==> src/rtl/aes_dma.sv <==
// aes_dma: streams nblocks 128-bit blocks from the AES buffer RAM through aes_core and back.
// Optional CBC chaining when AES_CBC_EN is defined; the default build is ECB.

// aes_core: iterative reversible block transform with the init/valid_out handshake of the AES core.
module aes_core (
    input  logic         clk_in,
    input  logic         rst_in,
    input  logic         init_in,
    input  logic         mode_in,
    input  logic [127:0] key_in,
    input  logic [127:0] data_in,
    output logic [127:0] data_out,
    output logic         valid_out
);
    localparam int unsigned NR = 4;

    logic [127:0] st;
    logic [127:0] key;
    logic         mode;
    logic         run;
    logic [1:0]   rnd;
    logic [1:0]   ridx;
    logic [7:0]   sh;
    logic [127:0] rk;
    logic [127:0] x;
    logic [127:0] step;

    // Decrypt walks the round keys in reverse order, undoing each encrypt round.
    always_comb begin
        ridx = mode ? 2'(NR - 1) - rnd : rnd;
        sh   = {3'b000, ridx, 3'b000};
        rk   = (key << sh) | (key >> (8'd128 - sh));
        x    = st ^ rk;
        step = mode ? ({st[12:0], st[127:13]} ^ rk) : {x[114:0], x[127:115]};
    end

    always_ff @(posedge clk_in) begin
        if (rst_in) begin
            st        <= '0;
            key       <= '0;
            mode      <= 1'b0;
            run       <= 1'b0;
            rnd       <= '0;
            valid_out <= 1'b0;
        end else begin
            valid_out <= 1'b0;
            if (init_in) begin
                st   <= data_in;
                key  <= key_in;
                mode <= mode_in;
                run  <= 1'b1;
                rnd  <= '0;
            end else if (run) begin
                st  <= step;
                rnd <= rnd + 2'd1;
                if (rnd == 2'(NR - 1)) begin
                    run       <= 1'b0;
                    valid_out <= 1'b1;
                end
            end
        end
    end

    assign data_out = st;
endmodule

module aes_dma #(
    parameter int unsigned ADDR_W     = 10,
    parameter int unsigned IN_BASE    = 0,
    parameter int unsigned OUT_BASE   = 257,
    parameter int unsigned MAX_BLOCKS = 64,
    parameter int unsigned RD_LAT     = 2
) (
    input  logic                              clk_in,
    input  logic                              rst_in,
    input  logic                              start_in,
    input  logic                              mode_in,
    input  logic [$clog2(MAX_BLOCKS+1)-1:0]   nblocks_in,
    input  logic [127:0]                      key_in,
    input  logic [127:0]                      iv_in,
    output logic [ADDR_W-1:0]                 mem_addr_out,
    output logic [3:0]                        mem_we_out,
    output logic [31:0]                       mem_data_out,
    input  logic [31:0]                       mem_data_in,
    output logic                              busy_out,
    output logic                              done_out,
    output logic                              err_out
);
    localparam int unsigned NB_W  = $clog2(MAX_BLOCKS + 1);
    localparam int unsigned LAT_W = (RD_LAT > 1) ? $clog2(RD_LAT) : 1;

    typedef enum logic [2:0] {IDLE, RD_ISSUE, RD_WAIT, CORE_START, CORE_WAIT, WB, DONE} state_t;

    state_t          state;
    logic            mode;
    logic [NB_W-1:0] count;
    logic [NB_W-1:0] b;
    logic [1:0]      w;
    logic [LAT_W-1:0] lat;
    logic [127:0]    key;
    logic [127:0]    blk;
    logic [127:0]    res;
    logic            core_init;
    logic            core_valid;
    logic [127:0]    core_in;
    logic [127:0]    core_out;
    logic [127:0]    result;

    function automatic logic [ADDR_W-1:0] word_addr(input int unsigned base,
                                                    input logic [NB_W-1:0] blk_i,
                                                    input logic [1:0] wi);
        return ADDR_W'(base + 32'(blk_i) * 4 + 32'(wi));
    endfunction

    function automatic logic [31:0] lane(input logic [127:0] v, input logic [1:0] i);
        return v[32*(3-i) +: 32];
    endfunction

`ifdef AES_CBC_EN
    logic [127:0] chain;
    assign core_in = mode ? blk : (blk ^ chain);
    assign result  = mode ? (core_out ^ chain) : core_out;
`else
    logic unused_iv;
    assign unused_iv = ^iv_in;
    assign core_in   = blk;
    assign result    = core_out;
`endif

    assign core_init = (state == CORE_START);

    aes_core u_core (
        .clk_in    (clk_in),
        .rst_in    (rst_in),
        .init_in   (core_init),
        .mode_in   (mode),
        .key_in    (key),
        .data_in   (core_in),
        .data_out  (core_out),
        .valid_out (core_valid)
    );

    always_ff @(posedge clk_in) begin
        if (rst_in) begin
            state        <= IDLE;
            mode         <= 1'b0;
            count        <= '0;
            b            <= '0;
            w            <= '0;
            lat          <= '0;
            key          <= '0;
            blk          <= '0;
            res          <= '0;
            mem_addr_out <= ADDR_W'(IN_BASE);
            mem_we_out   <= '0;
            mem_data_out <= '0;
            busy_out     <= 1'b0;
            done_out     <= 1'b0;
            err_out      <= 1'b0;
`ifdef AES_CBC_EN
            chain        <= '0;
`endif
        end else begin
            done_out <= 1'b0;
            err_out  <= 1'b0;
            unique case (state)
                IDLE: if (start_in) begin
                    if (nblocks_in == '0 || 32'(nblocks_in) > MAX_BLOCKS) begin
                        err_out <= 1'b1;
                    end else begin
                        mode         <= mode_in;
                        count        <= nblocks_in;
                        key          <= key_in;
                        b            <= '0;
                        w            <= '0;
                        busy_out     <= 1'b1;
                        mem_addr_out <= word_addr(IN_BASE, '0, 2'd0);
                        state        <= RD_ISSUE;
`ifdef AES_CBC_EN
                        chain        <= iv_in;
`endif
                    end
                end
                RD_ISSUE: begin
                    lat   <= '0;
                    state <= RD_WAIT;
                end
                RD_WAIT: if (lat == LAT_W'(RD_LAT - 1)) begin
                    blk[32*(3-w) +: 32] <= mem_data_in;
                    if (w == 2'd3) begin
                        w     <= '0;
                        state <= CORE_START;
                    end else begin
                        w            <= w + 2'd1;
                        mem_addr_out <= word_addr(IN_BASE, b, w + 2'd1);
                        state        <= RD_ISSUE;
                    end
                end else begin
                    lat <= lat + 1'b1;
                end
                CORE_START: state <= CORE_WAIT;
                // Lane 0 is taken straight from the core so the write burst starts without a bubble.
                CORE_WAIT: if (core_valid) begin
                    res          <= result;
                    mem_addr_out <= word_addr(OUT_BASE, b, 2'd0);
                    mem_we_out   <= '1;
                    mem_data_out <= lane(result, 2'd0);
                    state        <= WB;
`ifdef AES_CBC_EN
                    chain        <= mode ? blk : core_out;
`endif
                end
                WB: if (w == 2'd3) begin
                    mem_we_out   <= '0;
                    mem_data_out <= '0;
                    w            <= '0;
                    b            <= b + 1'b1;
                    if ((b + 1'b1) == count) begin
                        done_out <= 1'b1;
                        busy_out <= 1'b0;
                        state    <= DONE;
                    end else begin
                        mem_addr_out <= word_addr(IN_BASE, b + 1'b1, 2'd0);
                        state        <= RD_ISSUE;
                    end
                end else begin
                    w            <= w + 2'd1;
                    mem_addr_out <= word_addr(OUT_BASE, b, w + 2'd1);
                    mem_data_out <= lane(res, w + 2'd1);
                end
                DONE: begin
                    mem_addr_out <= ADDR_W'(IN_BASE);
                    state        <= IDLE;
                end
                default: state <= IDLE;
            endcase
        end
    end
endmodule
==> config.mk <==
export PLATFORM = sky130hd
export DESIGN_NAME = aes_dma
export DESIGN_NICKNAME = d
export VERILOG_FILES = /design/src/rtl/aes_dma.sv
export SDC_FILE = /design/constraint.sdc
export NUM_CORES = 2
export LEC_CHECK = 0
export BUFFER_PORTS_ARGS = -buffer_cell sky130_fd_sc_hd__buf_4
export CAP_MARGIN = 20
export CORE_MARGIN = 2
export CORE_UTILIZATION = 40
export CTS_BUF_LIST = sky130_fd_sc_hd__clkbuf_16
export CTS_CLUSTER_DIAMETER = 150
export DETAILED_ROUTE_END_ITERATION = 8
export PLACE_DENSITY_LB_ADDON = 0.05
export SKIP_CTS_REPAIR_TIMING = 1
export SLEW_MARGIN = 20
export SYNTH_ARGS = -nofsm -noshare
export SYNTH_HDL_FRONTEND = slang
export SYNTH_SLANG_ARGS = --single-unit
==> constraint.sdc <==
create_clock -name clk_in -period 3.05 [get_ports clk_in]
set_input_delay 0.61 -clock clk_in [delete_from_list [all_inputs] [get_ports clk_in]]
set_output_delay 0.61 -clock clk_in [all_outputs]
set_load 0.01 [all_outputs]
======== Word-level counts from Yosys, hierarchy flattened ========
Cells that the tools add are included.
storage, ports and cells
  flip-flop bits (word level) ............. 715
  bits of input ports ..................... 299
cells by class
  add/subtract/negate cells ............... 12
  magnitude comparators ................... 1
  eq/ne operators ......................... 17
  shift operators ......................... 5
  muxes and demuxes ....................... 49
  bitwise logic cells ..................... 9
  reductions and logical operators ........ 23
operators by type and width
  operator                                                 number
  2-to-1 mux 128 bit                                       3
  bitwise XOR 128 bit                                      2
  bitwise mux 128 bit                                      1
  OR 128 bit                                               1
  variable shift 32 x 34 -> 128 bit, first input constant  1
  indexed part select 128 x 33 -> 32 bit                   1
  indexed part select 32 x 34 -> 128 bit                   1
  left shift 128 x 5 -> 128 bit                            1
  >> shifter 128 x 8 -> 128 bit                            1
  2-to-1 mux 10 bit                                        7
  2-to-1 mux 32 bit                                        2
  one-hot mux 32 bit (2 select lines)                      1
  one-hot mux 10 bit (5 select lines)                      1
  negator 32 -> 34 bit                                     1
  2-to-1 mux 7 bit                                         3
  2-to-1 mux 3 bit                                         6
  one-hot mux 3 bit (6 select lines)                       1
  one-hot mux 7 bit (2 select lines)                       1
  2-to-1 mux 2 bit                                         6
  inequality test 2 bit, second input constant             6
  2-to-1 mux 1 bit                                         11
  adder 10 x 2 -> 10 bit                                   1
  adder 9 x 2 -> 10 bit                                    1
  adder 9 x 9 -> 10 bit, first input constant              1
  32 further kinds                                         55

======== Longest topological paths before layout ========
  depth in word-level cells ............... 9
  gate-level depth with buffers ........... 11

======== Cells and area by module ========
From an unflattened synthesis, not the netlist that was laid out.
unflattened totals
  cells, all modules ...................... 3971
  area total of the unflattened synthesis .. 36710.2 µm²
modules (own cells, without submodules)
  module    times used  cells an instance  area an instance (µm²)  sequential area each (µm²)
  aes_core  1           1777               19167.1                 5225.0
  aes_dma   1           2194               17543.1                 9028.7

======== Worst setup path before layout ========
No wires, ideal clock.
  path kind ............................... register -> register
  from .................................... register w[0]
  to ...................................... register mem_data_out[10]
  library setup time ...................... 132 ps
  data arrival time ....................... 2465 ps
  required time ........................... 2918 ps
  slack ................................... 453 ps
  cell stages (with the launch flop) ...... 10
  clock period less this slack ............ 2597 ps
  path through ............................ dfxtp_1 -> clkbuf_1 -> clkbuf_1 -> inv_1 -> ha_1 -> clkbuf_1 -> clkbuf_1 -> mux4_2 -> a22oi_1 -> a21oi_1
on the way
  longest elaborated chain between the ends .. 5
RTL lines
  item                                    RTL line  RTL
  from (decl)                             98        logic [1:0] w;
  from (signal assigned)                  194       w <= w + 2'd1;
  from (signal assigned)                  227       w <= w + 2'd1;
  adder 2 x 1 -> 2 bit                    229       mem_data_out <= lane(res, w + 2'd1);
  subtractor 2 x 2 -> 3 bit               116       return v[32*(3-i) +: 32];
  indexed part select 128 x 33 -> 32 bit  116
  2-to-1 mux 32 bit *                     213       WB: if (w == 2'd3) begin
  one-hot mux 32 bit (2 select lines) *   166       unique case (state)
  to (signal assigned)                    207       mem_data_out <= lane(result, 2'd0);
  to (signal assigned)                    229
  to (decl)                               83        output logic [31:0] mem_data_out,
Mark *: on every way between the ends. The rest lies on a longest branch, timed or not.
A chain may end at the register's enable or synchronous reset.

======== Worst setup path in the final report ========
  from .................................... register u_core.mode
  to ...................................... register u_core.st[31] (netlist: u_core.data_out[31])
on the way
  longest elaborated chain between the ends .. 8
RTL lines
  item                                    RTL line  RTL
  from (decl)                             19        logic mode;
  from (signal assigned)                  50        mode <= mode_in;
  2-to-1 mux 2 bit                        30        ridx = mode ? 2'(NR - 1) - rnd : rnd;
  subtractor 8 x 5 -> 8 bit               32        rk = (key << sh) | (key >> (8'd128 - sh));
  >> shifter 128 x 8 -> 128 bit           32
  OR 128 bit                              32
  bitwise XOR 128 bit (on tied branches)  33, 34
  2-to-1 mux 128 bit *                    34        step = mode ? ({st[12:0], st[127:13]} ^ rk) : {x[114:0], x[127:115]};
  2-to-1 mux 128 bit *                    53        end else if (run) begin
  2-to-1 mux 128 bit *                    47        if (init_in) begin
  to (signal assigned)                    48        st <= data_in;
  to (signal assigned)                    54        st <= step;
  to (decl)                               17        logic [127:0] st;
Mark *: on every way between the ends. The rest lies on a longest branch, timed or not. The select of a mux whose other input is x is not followed.

==> key figures <==
Status
  – Status: completed

Worst setup path
  – Kind of critical path: register to register
  – Critical-path top delay cell: a211oi_1
  – WP data required: 3640 ps
  – RR Startpoint: u_core.mode
  – Most used cell along the critical path: a21oi_1
  – FF-to-FF setup slack: 50 ps
  – Critical path endpoint category: register
  – FF-to-FF path depth: 7
  – Startpoint class of the critical path: register
  – Crit path DAT: 3580 ps
  – CP Cell Sequence: xnor2_4, mux2i_1, buf_4, a21oi_1, a211oi_1, mux2_2, a21oi_1
  – Crit-path max cell delay: 890 ps
  – Worst R2R End: u_core.data_out[31]
  – Crit-path max FO: 25

Drt
  – Pre-Repair DR Iteration Count: 6
  – Detailed Route WL: 140300 microns
  – Detailed Route Iter0 Violations: 3696
  – ANT nets after route: 0
  – DRC viols: 0
  – Vias/cell: 5.800
  – WL/cell: 25.50 microns
  – Vias: 31894

Hold path
  – Hold wc startpoint: key_in[86]
  – Worst min path class: input pin to register
  – Hold depth: 3
  – Hold endpoint: key[86]

Cells and area
  – Commonest non-fill, non-tap cell in the layout: nand2_1
  – Final core occ: 47.43%
  – Diode count: 0
  – Fin nets: 4597
  – P&R area growth vs syn: 17.28%
  – Share of cells above drive strength 1: 15.61%
  – Most frequent cells in the layout: 1137 x nand2_1, 709 x dfxtp_1, 628 x a21oi_1
  – # fillers: 8726
  – Post-route cell area: 40520 sq um
  – Layout Cells excl Fill: 5499

Power
  – Worst VDD drop: 378.4 uV
  – Pwr dens: 504.6 nW/um^2
  – Leakage: 14.53 nW
  – Total power: 20.44 mW

Clock tree
  – Maximum clock path buffer count: 3
  – Htree depth: 3
  – Worst-skew pair later-pin latency: 660 ps
  – Worst-path clk slew: 60 ps
  – CTS Buf Count: 82
  – Root Buffer: clkbuf_16
  – CTS tree: done
  – Num Clock Sinks: 712

GRT
  – Largest net degree at the start of global routing: 149
  – Congestion Overflow GR: 0
  – Vias in the first global route: 29675
  – Tot GR Track Use: 30.75%
  – First-pass GRT wire length: 204000 microns
  – Initial antenna violation count: 1

Timing
  – Max Transition Viols Final: 0
  – Total negative slack: 0 ps
  – Min Hold Slack: 211.8 ps
  – Final Skew: 20.99 ps
  – Period utilization: 98.22%
  – Relative slew slack: 27.03%
  – RSZ-0062 raised after global routing: no
  – Setup Viol. Count Final: 0
  – Final Hold Vio Count: 0
  – Fmax: 333.8 MHz
  – Final worst slack: 54.20 ps
  – Min Tclk post-route: 2996 ps
  – Worst slew pin tran: 1088 ps

Synth
  – Post-synth ARST share: 0%
  – Post-synthesis sequential area ratio: 41.26%
  – Post-synth EDFFs: 0
  – Cells after Synth: 4187
  – Synth unique cells: 80
  – Number of synthesized register bits: 712
  – Top FF cell, synth: dfxtp_1
  – Synth Cell Area: 34550 sq um
  – Top post-synthesis cells by area: dfxtp_1 41%, nand2_1 12%, a21oi_1 9.1%, mux4_2 8.3%, xor2_1 3.9%
  – Synth Warn #: 0
  – Top-area cell type share of the netlist area: 41.26%
  – Synth Net Count: 4493
  – Syn_area_per_cell: 8.251 sq um
  – Yosys top cell by area: dfxtp_1

Place
  – Post-DP Area: 37820 sq um
  – PortBufs: 219
  – Pre-CTS setup slack: -50.05 ps
  – Routability Congestion: 0.9356
  – Dpl hpwl: 101500 microns
  – Placed Cells incl. Taps: 5349

Floorplanning
  – Rows: 107
  – Initial Utilization: 40.45%
  – DIE HEIGHT: 297.9 microns
  – Ports: 348
  – Core area: 85410 sq um
  – DIE AREA: 88730 sq um
  – Die Wd: 297.9 microns

Job
  – Max cap viols: 0
[sequential cells by signal, indices dropped and copies added, names as in the netlist, 2 cells and up]
signal and flops:
blk 128, key 128, res 128, u_core.data_out 128
u_core.key 128, mem_data_out 32, mem_addr_out 10, b 7
count 7, state 3, u_core.rnd 2, w 2
[synth_stat cells, types with 16 or more instances]
| master | number |
|---|---|
| a21oi_1 | 628 |
| a221oi_1 | 36 |
| a22oi_1 | 39 |
| a31oi_1 | 86 |
| and3_1 | 26 |
| buf_2 | 54 |
| buf_4 | 16 |
| clkbuf_1 | 274 |
| dfxtp_1 | 712 |
| inv_1 | 16 |
| mux2i_1 | 43 |
| mux4_2 | 127 |
| nand2_1 | 1138 |
| nand3_1 | 157 |
| nor2_1 | 70 |
| nor2b_1 | 30 |
| nor3_1 | 41 |
| o211ai_1 | 80 |
| o21ai_0 | 157 |
| xnor2_1 | 104 |
| xor2_1 | 152 |
[where the power goes]
group	leakage, nW	total (mW)	internal, mW	switching, mW
combinational	7.39	1.00	0.395	0.606
sequential	5.75	9.53	9.43	0.107
clock	1.39	9.91	5.73	4.18
[cell families after synthesis]
| kind of cell | Yosys count | synth area share (%) |
|---|---|---|
| muxes | 175 | 9.688 |
| adders and majority gates | 7 | 0.2535 |
| buffers and inverters | 381 | 4.697 |
| DFF | 712 | 41.26 |
| xor gates and xnor gates | 259 | 6.664 |
| AOI/OAI and AO/OA | 1110 | 18.64 |
| and+or+nand+nor | 1543 | 18.79 |
[metal layers]
metal | wire length, microns | global-route usage, %
met5 | 16 | 0
met4 | 8227 | 15.81
met3 | 10280 | 4.543
met2 | 61570 | 46.81
met1 | 60160 | 42.34
[how the worst max path moves through the flow]
stage	startpoint	endpoint	slack (ps)	cells after the start
6_report	u_core.mode	u_core.data_out[31]	50	7
5_1_grt	u_core.mode	u_core.data_out[31]	50	7
2_1_floorplan	w[0]	mem_data_out[10]	450	9
3_3_place_gp	nblocks_in[0]	mem_addr_out[9]	8	7
3_5_place_dp	nblocks_in[0]	mem_addr_out[1]	-50	7
4_1_cts	u_core.mode	u_core.data_out[25]	160	7
[final cells by class]
cell class                      count  area [sq um]  area share, %
Clock buffer                       83          2077          5.126
Clock inverter                     65         594.3          1.467
Inverter                           19         71.32         0.1760
Multi-Input combinational cell   3094         18740          46.26
Sequential cell                   712         14260          35.20
Tap cell                         1144          1431          3.533
Timing Repair Buffer              382          3338          8.239
[critical path: cells and delay by family (launching register included)]
family / cells / cell delay [ps]
compound gates: 3 / 1070
mux: 2 / 710
xor+xnor: 1 / 510
flops: 1 / 480
buf+inv: 1 / 150
(Power assumes the default switching activity.)
